### config.mk
export PLATFORM = sky130hd
export DESIGN_NAME = fifo_wr_packer
export DESIGN_NICKNAME = d
export VERILOG_FILES = /design/src/rtl/fifo_wr_packer.sv
export SDC_FILE = /design/constraint.sdc
export NUM_CORES = 1
export LEC_CHECK = 0
export CAP_MARGIN = 20
export CORE_MARGIN = 2
export CORE_UTILIZATION = 40
export DETAILED_ROUTE_END_ITERATION = 8
export PLACE_DENSITY = 0.73
export RECOVER_POWER = 100
export SLEW_MARGIN = 20
export SYNTH_ARGS = -nofsm -noshare
export SYNTH_HDL_FRONTEND = slang
export SYNTH_SLANG_ARGS = --single-unit
### constraint.sdc
create_clock -name Wrclk -period 3.2 [get_ports Wrclk]
set_input_delay 0.64 -clock Wrclk [delete_from_list [all_inputs] [get_ports Wrclk]]
set_output_delay 0.64 -clock Wrclk [all_outputs]
set_load 0.02 [all_outputs]
### src/rtl/fifo_wr_packer.sv
// Packs IN_WIDTH lanes into OUT_WIDTH words for the FIFO/LIFO buffer write port.
// Latency: closing lane accepted at edge N -> Wren high from edge N+1 to N+2 when Full is low.
// Backpressure: in_ready drops while a word waits to issue; the buffer's Full holds the word in ISSUE.
//
// Optional feature: define PACKER_STATS_EN to add word_cnt/pad_cnt outputs.
// OUT_WIDTH must be an integer multiple (>= 2) of IN_WIDTH.

module fifo_wr_packer #(
  parameter int                  IN_WIDTH  = 8,
  parameter int                  OUT_WIDTH = 32,
  parameter logic [IN_WIDTH-1:0] PAD       = '0
) (
  input  logic                 Wrclk,
  input  logic                 Rst,
  input  logic [IN_WIDTH-1:0]  in_data,
  input  logic                 in_valid,
  input  logic                 in_last,
  output logic                 in_ready,
  input  logic                 Full,
  output logic                 Wren,
  output logic [OUT_WIDTH-1:0] Datain,
  output logic                 Wr_padded
`ifdef PACKER_STATS_EN
  ,
  output logic [15:0]          word_cnt,
  output logic [15:0]          pad_cnt
`endif
);

  localparam int RATIO = OUT_WIDTH / IN_WIDTH;
  localparam int CNT_W = (RATIO > 1) ? $clog2(RATIO) : 1;
  localparam logic [CNT_W-1:0] LAST_LANE = CNT_W'(RATIO - 1);

  typedef enum logic {
    FILL  = 1'b0,
    ISSUE = 1'b1
  } state_t;

  state_t                 state_q, state_d;
  logic [CNT_W-1:0]       cnt_q, cnt_d;
  logic [OUT_WIDTH-1:0]   asm_q, asm_d;
  logic                   pad_q, pad_d;
  logic                   wren_q, wren_d;
  logic [OUT_WIDTH-1:0]   datain_q, datain_d;
  logic                   wr_padded_q, wr_padded_d;

  logic                   lane_acc;
  logic                   word_close;
  logic                   word_issue;

  // Ready only while collecting lanes; forced low during reset.
  always_comb begin
    in_ready = (state_q == FILL) && !Rst;
  end

  // Handshake qualifiers shared by the datapath and the statistics.
  always_comb begin
    lane_acc   = in_valid && in_ready;
    word_close = lane_acc && ((cnt_q == LAST_LANE) || in_last);
    word_issue = (state_q == ISSUE) && !Full;
  end

  // Next-state, lane assembly and write-port strobes.
  always_comb begin
    state_d     = state_q;
    cnt_d       = cnt_q;
    asm_d       = asm_q;
    pad_d       = pad_q;
    wren_d      = 1'b0;
    datain_d    = datain_q;
    wr_padded_d = 1'b0;

    case (state_q)
      FILL: begin
        if (lane_acc) begin
          // Little-endian: lane cnt lands at bits [cnt*IN_WIDTH +: IN_WIDTH].
          // When this lane closes the word, every higher lane becomes PAD.
          for (int i = 0; i < RATIO; i++) begin
            if (i == int'(cnt_q)) begin
              asm_d[i*IN_WIDTH +: IN_WIDTH] = in_data;
            end else if (word_close && (i > int'(cnt_q))) begin
              asm_d[i*IN_WIDTH +: IN_WIDTH] = PAD;
            end
          end
          if (word_close) begin
            pad_d   = in_last && (cnt_q != LAST_LANE);
            state_d = ISSUE;
          end else begin
            cnt_d = cnt_q + CNT_W'(1);
          end
        end
      end

      ISSUE: begin
        // Full is only consulted here; the word waits as long as the buffer is full.
        if (!Full) begin
          wren_d      = 1'b1;
          datain_d    = asm_q;
          wr_padded_d = pad_q;
          cnt_d       = '0;
          asm_d       = '0;
          pad_d       = 1'b0;
          state_d     = FILL;
        end
      end

      default: begin
        state_d = FILL;
      end
    endcase
  end

  // State and datapath registers; reset discards any partial or pending word.
  always_ff @(posedge Wrclk or posedge Rst) begin
    if (Rst) begin
      state_q     <= FILL;
      cnt_q       <= '0;
      asm_q       <= '0;
      pad_q       <= 1'b0;
      wren_q      <= 1'b0;
      datain_q    <= '0;
      wr_padded_q <= 1'b0;
    end else begin
      state_q     <= state_d;
      cnt_q       <= cnt_d;
      asm_q       <= asm_d;
      pad_q       <= pad_d;
      wren_q      <= wren_d;
      datain_q    <= datain_d;
      wr_padded_q <= wr_padded_d;
    end
  end

  // Buffer write port is driven straight from flops.
  always_comb begin
    Wren      = wren_q;
    Datain    = datain_q;
    Wr_padded = wr_padded_q;
  end

`ifdef PACKER_STATS_EN
  logic [15:0] word_cnt_q, word_cnt_d;
  logic [15:0] pad_cnt_q, pad_cnt_d;

  // Saturating counters of issued words and of issued padded words.
  always_comb begin
    word_cnt_d = word_cnt_q;
    pad_cnt_d  = pad_cnt_q;
    if (word_issue && (word_cnt_q != 16'hFFFF)) begin
      word_cnt_d = word_cnt_q + 16'd1;
    end
    if (word_issue && pad_q && (pad_cnt_q != 16'hFFFF)) begin
      pad_cnt_d = pad_cnt_q + 16'd1;
    end
  end

  // Statistics registers, cleared by reset.
  always_ff @(posedge Wrclk or posedge Rst) begin
    if (Rst) begin
      word_cnt_q <= '0;
      pad_cnt_q  <= '0;
    end else begin
      word_cnt_q <= word_cnt_d;
      pad_cnt_q  <= pad_cnt_d;
    end
  end

  // Expose the counters.
  always_comb begin
    word_cnt = word_cnt_q;
    pad_cnt  = pad_cnt_q;
  end
`else
  // Issue qualifier only feeds the statistics block; keep it referenced.
  logic word_issue_unused;
  always_comb begin
    word_issue_unused = word_issue;
  end
`endif

endmodule
## Word level (Yosys, flattened, before mapping)

Cells that the tools add are included.
W data, S select, Z words.

- Input bits: 13
- Register bits after elaboration: 70
- Latch bits: 0
- Bits in read-only memories: 0
- Memories kept: 0
- RAM bits: 0

- Bitwise logic cells: 2
- Shift operators: 0
- Equality and inequality tests: 13
- Divide/modulo/power cells: 0
- Magnitude comparators: 3
- Reductions and logical operators: 17
- Mux-type cells: 26
- Add/sub/neg operators: 1
- Multiply operators: 0

Operators with widths:

| operator | number |
|---|---|
| $mux W32 | 2 |
| $pmux W32 S2 | 1 |
| $mux W8 | 7 |
| $reduce_and A3 Y1 | 6 |
| $mux W1 | 10 |
| $ne A2 B2 Y1 const B | 5 |
| $ne A3 B1 Y1 const B | 3 |
| $logic_and A1 B1 Y1 | 7 |
| $mux W2 | 3 |
| $eq A2 B2 Y1 const A | 2 |
| $gt A2 B2 Y1 const A | 2 |
| $pmux W1 S2 | 2 |
| $pmux W2 S2 | 1 |
| $add A2 B1 Y2 const B | 1 |
| $eq A1 B2 Y1 const A | 1 |
| $eq A2 B2 Y1 const B | 1 |
| $gt A1 B2 Y1 const A | 1 |
| $logic_not A2 Y1 | 1 |
| $ne A2 B1 Y1 const B | 1 |
| $not A1 Y1 | 2 |
| $reduce_and A2 Y1 | 1 |
| $logic_not A1 Y1 | 1 |
| $logic_or A1 B1 Y1 | 1 |

## Logic depth before layout (Yosys ltp)

Gate-level depths: netlist of the first run.

- Depth in word-level cells: 9
- Gate-level depth with buffers: 6

## Worst setup path after synthesis of the first run

OpenSTA, ideal clock, no wires.

- Path kind: in2reg
- Start point: input port Rst
- End point: register cnt_q[0]
- Required time: 3.108 ns
- Setup time: 0.092 ns
- Cell stages on the path: 4
- Arrival: 1.496 ns
- Slack: 1.612 ns
- Cell sequence: or3b_4 > buf_6 > buf_6 > o31ai_2

- Cells in the longest elaborated chain, start to end: 6
- Elaborated cells on any way between the ends: 7
- Classes of those cells: eq/ne (2); reduce/logical (5)

RTL lines:

| what | line | text |
|---|---|---|
| start, declared | 14 | `input logic Rst,` |
| $logic_not A1 Y1 (no source line) * | -- |  |
| $logic_and A1 B1 Y1 * | 53 | `in_ready = (state_q == FILL) && !Rst;` |
| $logic_and A1 B1 Y1 * | 58 | `lane_acc = in_valid && in_ready;` |
| $logic_and A1 B1 Y1 | 59 | `word_close = lane_acc && ((cnt_q == LAST_LANE) \|\| in_last);` |
| $ne A2 B2 Y1 (no source line) | -- |  |
| $reduce_and A3 Y1 (no source line) * | -- |  |
| end signal, assigned | 125 | `cnt_q <= cnt_d;` |
| end, declared | 40 | `logic [CNT_W-1:0] cnt_q, cnt_d;` |

Every way passes the cells marked *; elsewhere a longest branch is shown, timed or not.
A chain may end at the register's enable or synchronous reset.

## Worst setup path in the final report of the first run

- Start point: input port Rst
- End point: register asm_q[20]

- Cells in the longest elaborated chain, start to end: 7
- Elaborated cells on any way between the ends: 8
- Classes of those cells: eq/ne (2); reduce/logical (6)

RTL lines:

| what | line | text |
|---|---|---|
| $logic_not A1 Y1 (no source line) * | -- |  |
| $logic_and A1 B1 Y1 * | 53 |  |
| $logic_and A1 B1 Y1 * | 58 |  |
| $logic_and A1 B1 Y1 | 59 |  |
| $logic_and A1 B1 Y1 | 81 | `end else if (word_close && (i > int'(cnt_q))) begin` |
| $ne A3 B1 Y1 (no source line) | -- |  |
| $reduce_and A3 Y1 (no source line) * | -- |  |
| end signal, assigned | 126 | `asm_q <= asm_d;` |
| end, declared | 41 | `logic [OUT_WIDTH-1:0] asm_q, asm_d;` |

Marked as above.

==> impl_metrics.csv, run 1 <==
group,metric,value,unit
yosys,yosys-top-cells-area,"dfrtp_1 58%, nand2_1 11%, nand3_1 6.2%",
placement,pre_cts_ws,0.602,ns
routing,via_count,2318,
yosys,yosys_warnings,0,
placement,hpwlAfterDp,4280,µm
critical_path,worstSetupEndpointType,"flop",
yosys,synth_top_area_share,58.4,%
routing,routedWlPerCell,14.7,µm
power_and_ir_drop,p_sw_share,34.4,%
global_routing,grt_pass1_wl,11300,µm
sta,worst_pin_slew,1.02,ns
yosys,ys_types,34,
floorplan,dieArea,8200,µm²
global_routing,grt_max_degree,65,
critical_path,crit_arrival,2.98,ns
yosys,ys_ff_latch,70,
yosys,yosysMostFrequentCell,"nand2_1",
clock_tree,clkTransAtPathRegs,0.07,ns
yosys,synth_seq_area_share,58.4,%
power_and_ir_drop,intPower,2050,µW
sta,max_slew_margin,31.7,%
clock_tree,cts_tree,"done",
yosys,synth_common_cells,"91 x nand2_1, 70 x dfrtp_1, 37 x nand3_1",
critical_path,cp_max_fo,21,
power_and_ir_drop,pwr-share-seq,42.9,%
routing,wl,6660,µm
global_routing,grt_pass1_vias,2295,
floorplan,ios,48,
clock_tree,cts-resized-gates,0,
global_routing,track_usage,17.5,%
routing,drtIter0Drc,164,
global_routing,grt_remaining_overflow,0,
final_layout,n_antenna_cell,0,
clock_tree,cts_htree_levels,3,
floorplan,die_y,90.6,µm
sta,finalCriticalPeriod,2.79,ns
yosys,ys.flop_type,"dfrtp_1",
clock_tree,clk_path_buf_depth,2,
power_and_ir_drop,p_leak,0.00180,µW
sta,final_max_slew_viol_count,0,
floorplan,num_rows,31,
yosys,synth-edff-count,0,
placement,globalplace.congestion,0.808,
clock_tree,cts_root_buffer,"clkbuf_8",
final_layout,fin_nets,368,
critical_path,start_kind,"primary input",
clock_tree,numCtsBuffers,9,
power_and_ir_drop,p_switching,1080,µW
yosys,netlist_instances,309,
sta,min_period_over_period,87.0,%
critical_path,cp_cell_sequence,"dlygate4sd3_1 > or3b_1 > nor3_1 > o21bai_1",
floorplan,die_w,90.6,µm
floorplan,coreArea,7250,µm²
yosys,netlist_area,3000,µm²
yosys,syn-num-nets,327,
power_and_ir_drop,power_density,836,nW/µm²
sta,fin_skew,0.00724,ns
critical_path,max_stage_delay,0.82,ns
clock_tree,hold_buffers,0,
sta,fin_setup_tns,0,ns
clock_tree,clk_latency,0.35,ns
job,maxCapViolations,0,
routing,drt_first_pass_iters,4,
sta,hold_viol,0,
routing,drt-vias-per-instance,5.11,
yosys,yosys.area.top_type,"dfrtp_1",
run_status,status,"complete, no violations",
final_layout,seqCellArea,1750,µm²
yosys,avgSynthCellArea,9.70,µm²
final_layout,fin_cells,454,
routing,drc_errors,0,
final_layout,multiInputGateArea,1090,µm²
routing,antenna_left,0,
power_and_ir_drop,clockPowerShare,25.2,%
power_and_ir_drop,peakVddDrop,0.250,mV
sta,setup_slack,0.415,ns
final_layout,final_layout_size_suffix_gt1_share,6.76,%
clock_tree,cts.sinks,70,
hold_path,hold_class,"flop to flop",
global_routing,antenna_found_initial,0,
placement,place_inst,438,
sta,rsz0062_at_grt,"false",
yosys,async_flop_share,100,%
sta,setup_viol,0,
critical_path,critical_path_class,"primary input to flop",
final_layout,area_growth,24.7,%
critical_path,critPathSlowestCell,"nor3_1",
power_and_ir_drop,comb_power_share,31.8,%
sta,timing.fmax,359,MHz
final_layout,fillers,666,
placement,port_buffers,47,
floorplan,start_util,41.3,%
clock_tree,cts_setup_buffers,0,
critical_path,worstPathRequired,3.39,ns
==> power groups by stage <==
stage	Combinational (µW)	Sequential, µW	Clock (µW)
2_1_floorplan	438	1530	0
3_3_place_gp	1050	1360	0
3_5_place_dp	1070	1370	0
4_1_cts	1080	1360	796
5_1_grt	1110	1390	826
6_report	995	1340	789
==> logic make-up (layout without fill, tap and decap cells) <==
family	count (synthesis)	after routing	share of synthesized area, %
compound gates	44	44	9.81
flops	70	70	58.4
mux	2	2	0.668
fa+ha+maj	5	5	2.09
buf+inv	33	79	4.92
simple gates	155	155	24.1
==> cell type report <==
type	instances	share of cell area, %
flip-flops and latches	70	46.8
multi-input cells	206	29.1
repair buffers	50	13.5
clock buffers	10	3.68
well taps	99	3.31
clock inverters	6	2.28
inverters	13	1.30
==> worst paths after layout <==
path,cells past startpoint,slack (ns),start,to
min in group asynchronous,2,1.15,Rst,Datain[17]
hold / removal,2,0.47,Datain[1],Datain[1]
setup / recovery,4,0.41,Rst,asm_q[20]
hold reg to reg,2,0.47,Datain[1],Datain[1]
setup reg to reg,3,0.80,state_q,asm_q[20]
max in group asynchronous,3,1.28,Rst,Datain[29]
==> placed cells by master (no fill, tap or decap), types with 2 or more instances in the layout <==
cell / instances
buf_4: 2
clkinv_2: 2
o21ai_1: 4
o2bb2ai_1: 7
nand4_1: 11
ha_1: 5
nand3_1: 37
mux2i_1: 2
clkinvlp_4: 2
o21ai_0: 17
o211ai_1: 8
nand2_1: 91
nand4bb_1: 2
bufinv_16: 2
nor2_1: 4
inv_1: 13
clkbuf_8: 10
clkdlybuf4s50_1: 10
dfrtp_1: 70
dlygate4sd3_1: 37
==> worst max-delay path: cells and delay by family <==
family,cells,cell delay (ns)
simple gates,2,1.52
buf+inv,1,0.65
compound gates,1,0.16
==> routing by layer <==
metal | global-route usage [%] | part of all wire [%] | vias to the layer above
met3 | 4.67 | 4.3 | 13
met2 | 25.9 | 46 | 53
met5 | 0 | 0 | -
met4 | 8.97 | 2.3 | 0
li1 | - | - | 1124
met1 | 23.7 | 47 | 1128
==> stage by stage <==
step	cell area [µm²]	total power (µW)	hold slack, ns	utilization (%)
final	3740	3130	0.467	51.6
after global routing	3740	3320	0.489	51.6
after CTS	3750	3230	0.469	51.8
after detailed placement	3530	2440	0.458	48.7
after global placement	3530	2410	0.447	48.7
after floorplan	3000	1970	0.438	-
==> sequential cells by signal (all words and copies together), names as in the netlist <==
signal / cells
pad_q: 1
Wren: 1
state_q: 1
Datain: 32
asm_q: 32
cnt_q: 2
Wr_padded: 1
Power figures use the tool's default switching activity.
==> inputs of run 2 (changes only) <==
HOLD_SLACK_MARGIN = 0.05   (was default)
==> results of run 2 <==
Final layout, timing and power as in run 1 (identical DEF).
==> RTL edit 1, RTL diff (settings of run 1) <==
The parameter `OUT_WIDTH` goes from 32 to 64.
--- a/src/rtl/fifo_wr_packer.sv
+++ b/src/rtl/fifo_wr_packer.sv
@@ -7,7 +7,7 @@
 
 module fifo_wr_packer #(
   parameter int                  IN_WIDTH  = 8,
-  parameter int                  OUT_WIDTH = 32,
+  parameter int                  OUT_WIDTH = 64,
   parameter logic [IN_WIDTH-1:0] PAD       = '0
 ) (
   input  logic                 Wrclk,
Ports: changed (resized Datain); port bits go from 48 to 80. No check against the original RTL was run, so the function may have changed too.
==> RTL edit 1 against run 1 <==
- the flow now finishes with violations (capacitance limit, slew limit)
- critical path depth increased by 2
- clock power is 150% higher
- synthesized area increased by 79%
- sequential share of layout area is 2.4 points higher
- design area is 83% higher
- sequential cell count grew 65
- total power increased by 81%
- highest routed layer unchanged
- setup slack improved by 81 ps
- wire length grew 80%
==> RTL edit 1: results (changes against run 1) <==
| Metric | Value |
|---|---|
| Status | complete, but fails checks |
| Failing checks | capacitance limit, slew limit |
| Unique masters post-synth | 37 (+8.8%) |
| Clock network area share | 8.70% (+2.7 points) |
| CP top delay family | compound AO/OA/AOI/OAI gates |
| Routed wire length | 12000 um (+80%) |
| Psw | 1.72 mW (+60%) |
| Multi-In Gates | 330 (+60%) |
| Detailed placer's ending HPWL | 8160 um (+91%) |
| Layout fillers | 1179 (+77%) |
| Routed vias | 3896 (+68%) |
| Reg area | 0.00338 sq mm (+93%) |
| CLK BUF | 19 (+9) |
| Repair and plain buffers | 86 (+72%) |
| Fraction of area in multi-input gates | 26.0% (-3.1 points) |
| Gr usage total | 17.9% (+0.45 points) |
| Post-synthesis adder-cell area fraction | 1.40% (-0.69 points) |
| Largest net degree at the start of global routing | 78 (+20%) |
| # clock sinks | 135 (+93%) |
| Peak VDD IR | 370 uV (+48%) |
| Multi-input logic area | 0.00178 sq mm (+64%) |
| Synth Net Count | 523 (+60%) |
| DP Area | 0.00633 sq mm (+79%) |
| Pins Over Slew Limit | 78 (+78) |
| Max-cap viol count | 1 (+1) |
| Port Buffer Count | 79 (+68%) |
| Signal buf overhead | 12.1% (-1.4 points) |
[RTL edit 1: path summary, 6_finish.rpt]
kind / slack [ps] / start / end / depth (start not counted)
min in group asynchronous: 1180 / Rst / Datain[44] / 3
worst max register to register: 500 / cnt_q[1] / asm_q[53] / 6
worst min-delay path: 460 / Datain[37] / Datain[37] / 2
max in group asynchronous: 740 / Rst / Datain[49] / 3
worst max-delay path: 500 / cnt_q[1] / asm_q[53] / 6
worst min register to register: 460 / Datain[37] / Datain[37] / 2
[RTL edit 1: power by group through the flow]
stage               sequential, mW  combinational (mW)  clock (mW)
finish                        2.44                1.29        1.94
global route                  2.50                1.42        2.03
CTS                           2.46                1.41        1.97
detailed placement            2.48                1.40           0
global placement              2.47                1.36           0
floorplan                     2.65               0.561           0
[RTL edit 1: layer usage]
metal	wire [um]	vias up	track usage [%]
met5	0	-	0
met4	125	0	5.29
met3	558	11	4.37
met2	5660	98	27.2
met1	5630	1925	25.7
li1	-	1862	-
==> RTL edit 2, RTL diff (flow settings as in run 1) <==
Without the edit above. `datain_q` no longer has a reset.
--- a/src/rtl/fifo_wr_packer.sv
+++ b/src/rtl/fifo_wr_packer.sv
@@ -118,7 +118,6 @@
       asm_q       <= '0;
       pad_q       <= 1'b0;
       wren_q      <= 1'b0;
-      datain_q    <= '0;
       wr_padded_q <= 1'b0;
     end else begin
       state_q     <= state_d;
@@ -126,9 +125,12 @@
       asm_q       <= asm_d;
       pad_q       <= pad_d;
       wren_q      <= wren_d;
-      datain_q    <= datain_d;
       wr_padded_q <= wr_padded_d;
     end
+  end
+
+  always_ff @(posedge Wrclk) begin
+    datain_q <= datain_d;
   end
 
   // Buffer write port is driven straight from flops.
Check against the original RTL: differs if Rst is asserted again (counterexample within 4 cycles, from zero or initial values and one cycle with Rst high); with Rst held inactive, the same outputs for 10 cycles.
==> RTL edit 2 against run 1 <==
- critical path depth fell by 1
- sequential cell count unchanged
- synthesized area decreased by 7.1%
- total power is 17% lower
- die area fell by 6.8%
- design area down 5.5%
- first-iteration DRC count up 1.8%
- clock power is 3.8% lower
- synthesized cell count down 28%
- setup slack better by 73 ps
- clock skew is essentially flat
- combinational power fell by 47%
- wire length is 15% lower
- final cell count shrank 21%
==> RTL edit 2: results (changes against run 1) <==
| Metric | Value |
|---|---|
| Status | completed |
| EDFF count, synth | 32 (+32) |
| Met2 global-route usage | 24.3% (-1.6 points) |
| Asr flop ratio synth | 54.3% (-46 points) |
| GR Util met1 | 22.2% (-1.5 points) |
| Top cells by count, synth | dfrtp_1 (38), edfxtp_1 (32), inv_1 (22) |
| Reg2reg setup slack | 860 ps (+60 ps) |
| Mapped Cells | 221 (-28%) |
| Post_cts resized | 0 (unchanged) |
| Lkg Pwr | 1.42 nW (-21%) |
| Post-synthesis adder-cell area fraction | 2.25% (+0.16 points) |
| First-pass GRT wire length | 9160 um (-19%) |
| HP Start | asm_q[29] |
| Area contributors post-synth | edfxtp_1 (35%), dfrtp_1 (34%), nand3_1 (3.4%), o21ai_0 (3.4%), inv_1 (3.0%) |
| Synth Net Count | 239 (-27%) |
| Clk_skew | 7.60 ps (+0.360 ps) |
| Layout cells sized above 1 | 6.47% (-0.29 points) |
| Nets | 291 (-21%) |
| Routed wire length | 5690 um (-15%) |
| Hold EP | Datain[29] |
| Pre-antenna DRT Iters | 4 (unchanged) |
| WL met1 | 2550 um (-19%) |
| Data arrival time of the critical path | 2070 ps (-910 ps) |
| Hold Path Depth | 0 (-2) |
| Total internal power | 1.86 mW (-9.1%) |
| Area growth, synth to finish | 26.9% |
| Diodes inserted | 0 (unchanged) |
| Sequential area share after synthesis | 68.7% (+10 points) |
| Layout fillers | 596 (-11%) |
| Met3 usage | 5.12% (+0.44 points) |
| Clock power frac | 29.2% (+4.0 points) |
| Slew @ Worst Pin | 1180 ps (+154 ps) |
| Largest net degree at the start of global routing | 39 (-40%) |
| Crit Path Max Fanout | 7 (-67%) |
| Vias in the first global route | 1781 (-22%) |
| Synth warnings | 0 (unchanged) |
| Worst reg2reg path endpoint | Datain[20] |
| Top sig layer | met4 |
| Synth Area in Compound Gates | 11.5% (+1.7 points) |
| DP Area | 0.00335 sq mm (-5.2%) |
| Placer Congestion | 0.805 (-0.36%) |
| Placed Cells | 342 (-22%) |
| Multiplexer share of the synthesized area | 0% (-0.67 points) |
| Total Power | 2.60 mW (-17%) |
| Routed vias | 1933 (-17%) |
| Peak VDD IR | 281 uV (+12%) |
| Wire per inst | 15.9 um (+8.4%) |
| Reg2reg start | state_q |
| 1st-iter DRT viols | 167 (+1.8%) |
| Post-CTS Setup Bufs | 0 (unchanged) |
| Met2 routed WL | 2690 um (-13%) |
| Detailed placer's ending HPWL | 3840 um (-10%) |
| Gr usage total | 16.4% (-1.1 points) |
| Routed length on met3 | 365 um (+27%) |
| Critical Path Sink | in_ready |
## RTL edit 2: cell types whose count changed after synthesis, moves of 10 or more
| cell | change |
|---|---|
| nand2_1 | -72 |
| dfrtp_1 | -32 |
| edfxtp_1 | +32 |
| nand3_1 | -18 |
| o21ai_1 | -14 |
| o21ai_0 | +13 |
| inv_1 | +10 |
## RTL edit 2: area by class of cell
cell class / count / area share (%)
clock inverters: 5 / 2.05
well taps: 80 / 2.83
inverters: 22 / 2.34
clock buffers: 11 / 4.00
multi-input cells: 116 / 20.4
repair buffers: 54 / 14.3
flip-flops and latches: 70 / 54.1
## RTL edit 2: metrics by stage
step | hold slack (ps) | worst slack [ps]
global placement | 437 | 618
detailed placement | 442 | 548
floorplan | 425 | 1250
finish | 453 | 488
CTS | 457 | 642
global route | 464 | 320
## RTL edit 2: worst max-delay path, stage by stage
cell	delay, ps
dlygate4sd3_1	640
nor2_1	110
dlygate4sd3_1	690
